--- config.mk ---
export PLATFORM = sky130hd
export DESIGN_NAME = simple_loader
export DESIGN_NICKNAME = d
export VERILOG_FILES = /design/src/rtl/simple_loader.sv
export SDC_FILE = /design/constraint.sdc
export NUM_CORES = 1
export LEC_CHECK = 0
export ABC_AREA = 0
export CAP_MARGIN = 20
export CORE_AREA = 2 2 95 97
export DETAILED_ROUTE_END_ITERATION = 7
export DIE_AREA = 0 0 97 99
export PLACE_DENSITY = 0.77
export SLEW_MARGIN = 5
export SYNTH_ARGS = -nofsm -noshare
export SYNTH_HDL_FRONTEND = slang
export SYNTH_SLANG_ARGS = --single-unit
--- constraint.sdc ---
create_clock -name clk -period 7.8 [get_ports clk]
set_input_delay 1.56 -clock clk [delete_from_list [all_inputs] [get_ports clk]]
set_output_delay 1.56 -clock clk [all_outputs]
set_load 0.005 [all_outputs]
--- src/rtl/simple_loader.sv ---
// simple_loader: UART program loader for the simple processor's instruction memory.
// Receives 8N1 bytes (LSB first) on rx, reads a big-endian 16-bit word count N,
// then N big-endian words, writing them to consecutive addresses from 0. The
// processor is held (cpu_hold) for the whole load and until load_req drops.
//
// Ports:
//   clk       system clock
//   rst       asynchronous reset, active low
//   rx        UART serial input, idle high, asynchronous to clk
//   load_req  level: 1 = perform a load, 0 = return to idle / abort
//   mem_wren  one-cycle instruction-memory write strobe
//   mem_addr  write address
//   mem_data  write data
//   cpu_hold  1 while not idle
//   done      load finished successfully
//   err       load failed (framing error or oversize length)
//   word_cnt  words written in the current/last load
module simple_loader #(
  parameter int CLKS_PER_BIT = 434,
  parameter int ADDR_W       = 12
) (
  input  logic              clk,
  input  logic              rst,
  input  logic              rx,
  input  logic              load_req,
  output logic              mem_wren,
  output logic [ADDR_W-1:0] mem_addr,
  output logic [15:0]       mem_data,
  output logic              cpu_hold,
  output logic              done,
  output logic              err,
  output logic [15:0]       word_cnt
);

  localparam int CNT_W = $clog2(CLKS_PER_BIT);
  localparam logic [CNT_W-1:0] HALF_END = CNT_W'(CLKS_PER_BIT / 2 - 1);
  localparam logic [CNT_W-1:0] BIT_END  = CNT_W'(CLKS_PER_BIT - 1);
  localparam logic [16:0]      MAX_WORDS = 17'(2 ** ADDR_W);

  typedef enum logic [1:0] {U_IDLE, U_START, U_DATA, U_STOP} ustate_t;
  typedef enum logic [2:0] {
    S_IDLE, S_LEN_HI, S_LEN_LO, S_DATA_HI, S_DATA_LO, S_WRITE, S_DONE, S_ERR
  } state_t;

  logic             rx_p0, rx_p1, rx_p2;
  ustate_t          u_state, u_next;
  logic [CNT_W-1:0] cnt;
  logic [2:0]       bit_idx;
  logic [7:0]       shift;
  logic             byte_valid, frame_err;
  logic             half_end, bit_end;

  state_t           state, state_next;
  logic [7:0]       len_hi;
  logic [15:0]      len;
  logic [15:0]      len_rx;

  assign half_end = (cnt == HALF_END);
  assign bit_end  = (cnt == BIT_END);
  assign len_rx   = {len_hi, shift};

  // ---- UART receiver: next-state ----
  always_comb begin
    u_next = u_state;
    case (u_state)
      U_IDLE:  if (rx_p2 && !rx_p1) u_next = U_START;
      // A start bit that is high again at mid-bit is a glitch.
      U_START: if (half_end) u_next = rx_p1 ? U_IDLE : U_DATA;
      U_DATA:  if (bit_end && (bit_idx == 3'd7)) u_next = U_STOP;
      U_STOP:  if (bit_end) u_next = U_IDLE;
      default: u_next = U_IDLE;
    endcase
  end

  // ---- UART receiver: synchronizer (p0/p1), edge history (p2), control ----
  always_ff @(posedge clk or negedge rst) begin
    if (!rst) begin
      rx_p0      <= 1'b1;
      rx_p1      <= 1'b1;
      rx_p2      <= 1'b1;
      u_state    <= U_IDLE;
      cnt        <= '0;
      bit_idx    <= '0;
      byte_valid <= 1'b0;
      frame_err  <= 1'b0;
    end else begin
      rx_p0      <= rx;
      rx_p1      <= rx_p0;
      rx_p2      <= rx_p1;
      u_state    <= u_next;
      byte_valid <= (u_state == U_STOP) && bit_end && rx_p1;
      frame_err  <= (u_state == U_STOP) && bit_end && !rx_p1;
      // Counter restarts at each sample point so later samples land mid-bit.
      if ((u_state == U_IDLE) || ((u_state == U_START) && half_end) ||
          ((u_state != U_START) && bit_end))
        cnt <= '0;
      else
        cnt <= cnt + CNT_W'(1);
      if (u_state != U_DATA)
        bit_idx <= '0;
      else if (bit_end)
        bit_idx <= bit_idx + 3'd1;
    end
  end

  // Shift register holds the received byte until the next frame's data bits.
  always_ff @(posedge clk) begin
    if ((u_state == U_DATA) && bit_end)
      shift <= {rx_p1, shift[7:1]};
  end

  // ---- Loader FSM: next-state ----
  always_comb begin
    state_next = state;
    case (state)
      S_IDLE:    if (load_req) state_next = S_LEN_HI;
      S_LEN_HI:  if (byte_valid) state_next = S_LEN_LO;
      S_LEN_LO:
        if (byte_valid) begin
          if (len_rx == 16'd0)
            state_next = S_DONE;
          else if ({1'b0, len_rx} > MAX_WORDS)
            state_next = S_ERR;
          else
            state_next = S_DATA_HI;
        end
      S_DATA_HI: if (byte_valid) state_next = S_DATA_LO;
      S_DATA_LO: if (byte_valid) state_next = S_WRITE;
      S_WRITE:   state_next = ((word_cnt + 16'd1) == len) ? S_DONE : S_DATA_HI;
      S_DONE:    state_next = S_DONE;
      S_ERR:     state_next = S_ERR;
      default:   state_next = S_IDLE;
    endcase
    if (frame_err && (state != S_IDLE) && (state != S_DONE) && (state != S_ERR))
      state_next = S_ERR;
    // Abort has priority over everything, including a simultaneous frame error.
    if ((state != S_IDLE) && !load_req)
      state_next = S_IDLE;
  end

  always_comb begin
    mem_wren = (state == S_WRITE);
    cpu_hold = (state != S_IDLE);
    done     = (state == S_DONE);
    err      = (state == S_ERR);
  end

  // ---- Loader FSM: state and write-port registers ----
  always_ff @(posedge clk or negedge rst) begin
    if (!rst) begin
      state    <= S_IDLE;
      mem_addr <= '0;
      mem_data <= '0;
      word_cnt <= '0;
    end else begin
      state <= state_next;
      case (state)
        S_IDLE:
          if (load_req) begin
            mem_addr <= '0;
            word_cnt <= '0;
          end
        S_DATA_HI: if (byte_valid) mem_data[15:8] <= shift;
        S_DATA_LO: if (byte_valid) mem_data[7:0]  <= shift;
        S_WRITE: begin
          // May wrap to 0 after the last word of a full-depth image; no write follows.
          mem_addr <= mem_addr + ADDR_W'(1);
          word_cnt <= word_cnt + 16'd1;
        end
        default: ;
      endcase
    end
  end

  // Length bytes are held without reset; they are only read after being loaded.
  always_ff @(posedge clk) begin
    if ((state == S_LEN_HI) && byte_valid) len_hi <= shift;
    if ((state == S_LEN_LO) && byte_valid) len    <= len_rx;
  end

endmodule

# Word level (Yosys, flattened, before mapping)

Cells that the tools add are included.

Add/subtract/negate cells: 4
$lt $le $gt $ge: 1
Eq/ne operators: 28
Muxes and demuxes: 24
Reduce and logical (&&, ||, !) cells: 29

Operator list:

| cell                  | number |
|---|---|
| $mux 3                | 12 |
| $pmux 16 s2           | 1 |
| $pmux 12 s2           | 1 |
| $pmux 3 s8            | 1 |
| $ne 4x4->1 const B    | 5 |
| $add 16x1->16 const B | 1 |
| $eq 16x16->1          | 1 |
| $gt 16x13->1 const B  | 1 |
| $logic_not 16->1      | 1 |
| $mux 16               | 1 |
| $eq 3x3->1 const B    | 5 |
| $logic_and 1x1->1     | 14 |
| $add 12x1->12 const B | 1 |
| $mux 12               | 1 |
| $ne 2x2->1 const B    | 6 |
| $mux 2                | 5 |
| $add 9x1->9 const B   | 1 |
| $eq 9x8->1 const B    | 1 |
| $eq 9x9->1 const B    | 1 |
| $mux 9                | 1 |
| $pmux 2 s4            | 1 |
| $eq 3x2->1 const B    | 2 |
| $ne 3x3->1 const B    | 2 |
| $reduce_and 2->1      | 3 |
| other kinds (13)      | 17 |

Register bits: 98
Bits of input ports: 4
Output and inout port bits: 48
Logic and storage cells: 102

# Longest topological paths before layout

Gate-level depths: netlist of the first run.

Depth after elaboration: 7
Gate-level depth with buffers: 7

# Worst setup path before layout of the first run

OpenSTA, ideal clock, no wires.

Path type: register to register
Start point: register state[1]
End point: register len[0] (enable)
Setup time: 0.436 ns
Data arrival time: 2.384 ns
Path slack: 4.980 ns
Stages on the path, launching flop included: 3
Path through: dfrtp_1 -> clkbuf_1 -> nor4b_1

Word-level cells in the longest chain between the ends: 2

RTL lines:

| item                     | RTL line | source |
|---|---|---|
| start: declaration       | 53       | `state_t state, state_next;` |
| start signal: assignment | 156      | `state <= state_next;` |
| $eq 3x2->1               | 178      | `if ((state == S_LEN_LO) && byte_valid) len <= len_rx;` |
| $logic_and 1x1->1        | 178      |  |
| end signal: assignment   | 178      |  |
| end: declaration         | 55       | `logic [15:0] len;` |

Every way passes these cells.
A chain may end at the register's enable or synchronous reset.

# Worst setup path after layout of the first run

Start point: register state[0]
End point: output port mem_wren

Word-level cells in the longest chain between the ends: 1

RTL lines:

| item             | RTL line | source |
|---|---|---|
| $eq 3x3->1       | 142      | `mem_wren = (state == S_WRITE);` |
| end: declaration | 26       | `output logic mem_wren,` |

Every way passes these cells.

==> impl_metrics.py, run 1 <==
metrics = {
    "synthesis": {
        "synth_area_leader_cell": "dfrtp_1",
        "yosysTopAreaCellShare_pct": 34.10,
        "synth-seq-area-share_pct": 56.59,
        "synth.ff_latch_count": 98,
        "synth_edf_count": 32,
        "ys_warn_count": 0,
        "synth_area_mm2": 0.004623,
        "syn-instance-count": 401,
        "synth.area.top_cells": "dfrtp_1, edfxtp_1, mux2_2",
        "synth_commonest_cells": "dfrtp_1, nand2_1, o21ai_0",
        "synth_nets": 412,
        "synth.avg_cell_area_um2": 11.53,
        "yosysMostFrequentCell": "dfrtp_1",
        "ys_dominant_reg_cell": "dfrtp_1",
        "synthArstFlopShare_pct": 67.35,
        "synth_cell_type_count": 59,
    },
    "timing": {
        "rsz0062_at_grt": "false",
        "skew_ns": 0.01521,
        "setup_violations": 0,
        "slew_viol_final": 0,
        "max_slew_margin_pct": 24.58,
        "fin_tns_setup_ns": 0,
        "max_freq_ghz": 0.2780,
        "worst_pin_slew_ns": 1.128,
        "final_min_period_over_clock_period_pct": 46.13,
        "setup_ws_ns": 4.202,
        "hold_viol_final": 0,
        "min_period_ns": 3.598,
    },
    "job": {
        "cap_violations": 0,
    },
    "detailed_routing": {
        "met1_length_um": 3997,
        "drt_iter0_markers": 144,
        "wl_um": 8749,
        "drc_errors": 0,
        "highest_layer": "met4",
        "avgRoutedWirePerCell_um": 15.48,
        "viasPerCell": 5.736,
        "routed-wl-met3_um": 375,
        "vias": 3241,
        "drtPass1Iterations": 4,
        "drtAntennaViolNets": 0,
        "wl_met2_um": 4252,
    },
    "global_route": {
        "gr-total-overflow": 0,
        "grt_pass1_vias": 3126,
        "grt_pass1_wl_um": 14750,
        "grt_use_total_pct": 18.82,
        "grt_max_degree": 67,
        "grt_antenna_before_repair": 0,
    },
    "worst_setup_path": {
        "required_ns": 6.24,
        "critPathTopFamily": "buffers and inverters",
        "regToRegStartpoint": "word_cnt[0]$_DFFE_PN0P_",
        "critPathKind": "flop to output port",
        "cp-end-kind": "output port",
        "start_kind": "flop",
        "cpPeakStageDelay_ns": 0.56,
        "arrival_ns": 2.04,
        "r2r_slack_ns": 5.24,
        "r2r-end": "state[0]$_DFFE_PN0P_",
        "r2r_cells": 7,
        "crit_buf_inv": 3,
        "cp_max_fo": 25,
        "slowest_stage": "dfrtp_1",
        "endpoint": "mem_wren",
        "critical_path.cell_chain": "nand3b_1 -> buf_8 -> inv_1 -> clkdlybuf4s50_1",
        "startpoint": "state[0]$_DFFE_PN0P_",
        "cp.depth": 4,
    },
    "clock_network": {
        "cts_hold_buf": 0,
        "cts_resized": 0,
        "clock_latency_ns": 0.36,
        "root_buffer": "clkbuf_8",
        "cts_buffers": 9,
        "cts_htree_levels": 3,
        "clk_path_buf_depth": 2,
        "postCtsSetupRepairBufs": 0,
        "cts_sinks": 98,
        "cts_tree": "built",
        "cts.reportedPaths.clkPinSlew_ns": 0.10,
    },
    "placed_design": {
        "portBuffers": 51,
        "hpwl_um": 6072,
        "gp_congestion": 0.8488,
        "post-place-ws_ns": 4.123,
    },
    "floorplan": {
        "dieArea_mm2": 0.009603,
        "die_h_um": 99,
        "core_mm2": 0.008551,
        "top_level_ports": 52,
        "start_util_pct": 54.07,
        "fp-row-count": 34,
        "die_x_um": 97,
    },
    "power": {
        "clock_power_share_pct": 36.6,
        "p_int_mw": 0.7607,
        "p_per_area_mw_per_mm2": 185.1,
        "p_sw_mw": 0.2460,
        "pwr-share-comb_pct": 6.2,
        "switching_share_pct": 24.43,
        "p_leak_nw": 2.185,
        "seq_power_share_pct": 57.2,
        "peakVddDrop_mv": 0.1445,
    },
    "final_layout": {
        "nets": 463,
        "syn_to_final_growth_pct": 17.62,
        "n_antenna_cell": 0,
        "drive_gt1_share_pct": 11.82,
        "nFillCells": 661,
    },
    "outcome": {
        "status": "completed",
    },
    "hold_path": {
        "holdCritPathClass": "flop to flop",
    },
}
-- flip-flops by register name, summed over array words and instances, names as in the netlist, named ones only --
| signal | cells |
|---|---|
| state | 3 |
| mem_data | 16 |
| rx_p2 | 1 |
| shift | 8 |
| mem_addr | 12 |
| rx_p0 | 1 |
| len | 16 |
| u_state | 1 |
| cnt | 9 |
| len_hi | 8 |
| bit_idx | 3 |
| byte_valid | 1 |
| rx_p1 | 1 |
| word_cnt | 16 |
| frame_err | 1 |
-- stage by stage --
step	cell area [µm²]	total power, mW	utilization (%)	instances	hold slack [ns]
after floorplan	4623	0.6250	-	401	0.3452
after global placement	5191	0.6436	60.71	547	0.3452
after detailed placement	5199	0.6487	60.80	548	0.3472
after CTS	5423	1.013	63.42	564	0.3611
after global routing	5438	1.045	63.59	565	0.3695
final	5438	1.007	63.59	565	0.3609
-- area by class of cell --
type	instances	area (µm²)	area share (%)
tap	108	135.1	2.485
clock inverter	7	100.1	1.841
clock buffer	9	123.9	2.278
timing repair buffer	58	565.5	10.40
multi-input combinational	277	1867	34.33
inverter	8	30.03	0.5522
sequential	98	2616	48.11
-- cells by family after synthesis --
kind of cell	share of synthesized area [%]
AO/OA/AOI/OAI	10.31
buffers and inverters	3.166
AND/OR/NAND/NOR	17.02
XOR/XNOR	6.901
multiplexers	4.114
flip-flops	56.59
adder cells (fa/ha/maj)	1.894
-- worst reg2reg max path: cells and delay by family, from the launching register on --
kind | cells | cell delay, ns
AOI/OAI and AO/OA | 4 | 1.20
DFF | 1 | 0.50
and+or+nand+nor | 2 | 0.45
adders and majority gates | 1 | 0.31
-- cells in the final DEF, fill, tap and decap left out, types with 6 or more instances in the layout --
cell / netlist / final
nand4_1: 8 / 8
xnor2_1: 16 / 16
a21oi_1: 11 / 11
xor2_1: 15 / 15
edfxtp_1: 32 / 32
nand3_1: 21 / 21
clkdlybuf4s50_1: 0 / 50
ha_1: 7 / 7
inv_1: 8 / 8
nor3_1: 8 / 8
buf_4: 4 / 6
nor2_1: 27 / 27
nor4_1: 7 / 7
nand2_1: 34 / 34
dfrtp_1: 63 / 63
mux2_2: 16 / 16
a31oi_1: 7 / 7
o21ai_0: 34 / 34
o31ai_1: 6 / 6
clkbuf_8: 1 / 9
and3_1: 7 / 7
-- worst min path at each step --
stage	to	cells after the start	slack [ns]	start
floorplan	rx_p1$_DFF_PN1_	0	0.35	rx_p0$_DFF_PN1_
CTS	rx_p1$_DFF_PN1_	0	0.36	rx_p0$_DFF_PN1_
detailed placement	rx_p1$_DFF_PN1_	0	0.35	rx_p0$_DFF_PN1_
global placement	rx_p1$_DFF_PN1_	0	0.35	rx_p0$_DFF_PN1_
global route	rx_p1$_DFF_PN1_	0	0.37	rx_p0$_DFF_PN1_
finish	rx_p1$_DFF_PN1_	0	0.36	rx_p0$_DFF_PN1_
-- power groups by stage --
stage	Clock, mW	Sequential [mW]	Combinational, mW
5_1_grt	0.391	0.581	0.0726
3_5_place_dp	0	0.586	0.0622
4_1_cts	0.373	0.576	0.0637
3_3_place_gp	0	0.585	0.0586
2_1_floorplan	0	0.575	0.0498
6_report	0.369	0.576	0.0620
-- metal layers --
layer  GRT usage [%]  vias to the layer above
met1           24.57                     1582
met5               0                        -
li1                -                     1573
met3           3.475                       10
met4           7.042                        0
met2           31.68                       76
(Power assumes the default switching activity.)
==> run 2: changes to the inputs <==
--- a/config.mk
+++ b/config.mk
@@ -7,10 +7,10 @@
 export LEC_CHECK = 0
 export ABC_AREA = 0
 export CAP_MARGIN = 20
-export CORE_AREA = 2 2 95 97
+export CORE_AREA = 2 2 99 101
 export DETAILED_ROUTE_END_ITERATION = 7
-export DIE_AREA = 0 0 97 99
-export PLACE_DENSITY = 0.77
+export DIE_AREA = 0 0 101 103
+export PLACE_DENSITY = 0.75
 export SLEW_MARGIN = 5
 export SYNTH_ARGS = -nofsm -noshare
 export SYNTH_HDL_FRONTEND = slang
==> constraint.sdc (replaced) <==
create_clock -name clk -period 3.24 [get_ports clk]
set_input_delay 0.648 -clock clk [delete_from_list [all_inputs] [get_ports clk]]
set_output_delay 0.648 -clock clk [all_outputs]
set_load 0.005 [all_outputs]
==> impl_metrics.py, run 2 (synthesis gave the netlist of run 1 again) <==
metrics = {
    "clock_network": {
        "root_buffer": "clkbuf_8",
        "cts_tree": "built",
        "cts_htree_levels": 3,
        "cts_sinks": 98,
        "postCtsSetupRepairBufs": 0,
        "cts_buffers": 9,
        "cts_resized": 0,
        "cts.reportedPaths.clkPinSlew_ns": 0.10,
        "clock_latency_ns": 0.36,
        "cts_hold_buf": 0,
        "clk_path_buf_depth": 2,
    },
    "worst_setup_path": {
        "cp_max_fo": 6,
        "slowest_stage": "dfrtp_1",
        "cp-end-kind": "flop",
        "r2r-end": "state[0]$_DFFE_PN0P_",
        "critPathKind": "flop to flop",
        "critical_path.cell_chain": "ha_1 -> nand4_1 -> o32a_1 -> a2111o_1 -> nor4_2 -> o2111ai_1 -> a31o_1",
        "arrival_ns": 2.72,
        "cpPeakStageDelay_ns": 0.50,
        "r2r_cells": 7,
        "crit_buf_inv": 0,
        "r2r_slack_ns": 0.77,
        "start_kind": "flop",
        "regToRegStartpoint": "word_cnt[0]$_DFFE_PN0P_",
        "required_ns": 3.49,
        "critPathTopFamily": "compound AO/OA/AOI/OAI gates",
    },
    "global_route": {
        "grt_use_total_pct": 18.12,
        "grt_pass1_wl_um": 14680,
        "grt_antenna_before_repair": 0,
        "grt_max_degree": 49,
        "grt_pass1_vias": 3023,
        "gr-total-overflow": 0,
    },
    "detailed_routing": {
        "vias": 3229,
        "drt_iter0_markers": 218,
        "viasPerCell": 5.625,
        "wl_um": 8899,
        "drtPass1Iterations": 4,
        "drc_errors": 0,
        "drtAntennaViolNets": 0,
        "avgRoutedWirePerCell_um": 15.50,
    },
    "floorplan": {
        "core_mm2": 0.009459,
        "dieArea_mm2": 0.01040,
        "start_util_pct": 48.88,
        "die_h_um": 103,
        "die_x_um": 101,
        "fp-row-count": 36,
        "top_level_ports": 52,
    },
    "timing": {
        "worst_pin_slew_ns": 0.7216,
        "max_slew_margin_pct": 51.89,
        "rsz0062_at_grt": "false",
        "max_freq_ghz": 0.4048,
        "fin_tns_setup_ns": 0,
        "hold_viol_final": 0,
        "skew_ns": 0.01073,
        "whs_ns": 0.2163,
        "slew_viol_final": 0,
        "setup_ws_ns": 0.7695,
        "setup_violations": 0,
        "final_min_period_over_clock_period_pct": 76.25,
        "min_period_ns": 2.470,
    },
    "final_layout": {
        "layout_commonest_cell": "dfrtp_1",
        "syn_to_final_growth_pct": 17.48,
        "nets": 466,
        "n_antenna_cell": 0,
        "utilization_pct": 57.42,
        "postLayoutCellArea_mm2": 0.005431,
        "final_cell_mix": "dfrtp_1, clkdlybuf4s50_1, nand2_1, o21ai_0, edfxtp_1",
        "reg.largest.list": "len: 16 flops, mem_data: 16 flops, word_cnt: 16 flops",
        "fin_cells": 574,
        "drive_gt1_share_pct": 12.39,
    },
    "placed_design": {
        "hpwl_um": 6152,
        "gp_congestion": 0.9012,
        "post-place-ws_ns": 0.7767,
        "place_area_mm2": 0.005229,
        "portBuffers": 51,
        "dp_cells": 557,
    },
    "power": {
        "p_total_mw": 2.271,
        "p_leak_nw": 2.186,
        "peakVddDrop_mv": 0.2977,
        "p_per_area_mw_per_mm2": 418.1,
    },
    "outcome": {
        "status": "completed",
    },
    "job": {
        "cap_violations": 0,
    },
    "hold_path": {
        "holdCritPathClass": "primary input to async pin",
    },
}
[run 2: cell type report]
cell class | instances | area (µm²)
Inverter | 8 | 30.03
Timing Repair Buffer | 61 | 593.1
Tap cell | 114 | 142.6
Sequential cell | 98 | 2616
Clock inverter | 7 | 58.81
Fill cell | 794 | 4028
Multi-Input combinational cell | 277 | 1867
Clock buffer | 9 | 123.9
[run 2: layer usage]
metal / wire (µm) / up-vias / track usage (%)
li1: - / 1573 / -
met1: 4189 / 1555 / 24.49
met2: 4180 / 85 / 29.23
met3: 353 / 16 / 2.712
met4: 175 / 0 / 8.316
met5: 0 / - / 0
[run 2: worst max path at each step]
stage / start / to / slack (ns) / depth (start not counted)
3_5_place_dp: word_cnt[0]$_DFFE_PN0P_ / state[0]$_DFFE_PN0P_ / 0.78 / 7
2_1_floorplan: state[1]$_DFFE_PN0P_ / len[0]$_DFFE_PP_ / 0.42 / 2
6_report: word_cnt[0]$_DFFE_PN0P_ / state[0]$_DFFE_PN0P_ / 0.77 / 7
4_1_cts: word_cnt[0]$_DFFE_PN0P_ / state[0]$_DFFE_PN0P_ / 0.75 / 7
3_3_place_gp: word_cnt[0]$_DFFE_PN0P_ / state[0]$_DFFE_PN0P_ / 0.89 / 7
5_1_grt: word_cnt[0]$_DFFE_PN0P_ / state[0]$_DFFE_PN0P_ / 0.62 / 7
[run 2: power by group]
part / leakage, nW / switching, mW / internal (mW)
logic: 0.915 / 0.0795 / 0.0723
registers: 1.18 / 0.0669 / 1.32
clock network: 0.0925 / 0.440 / 0.293
total: 2.19 / 0.587 / 1.68
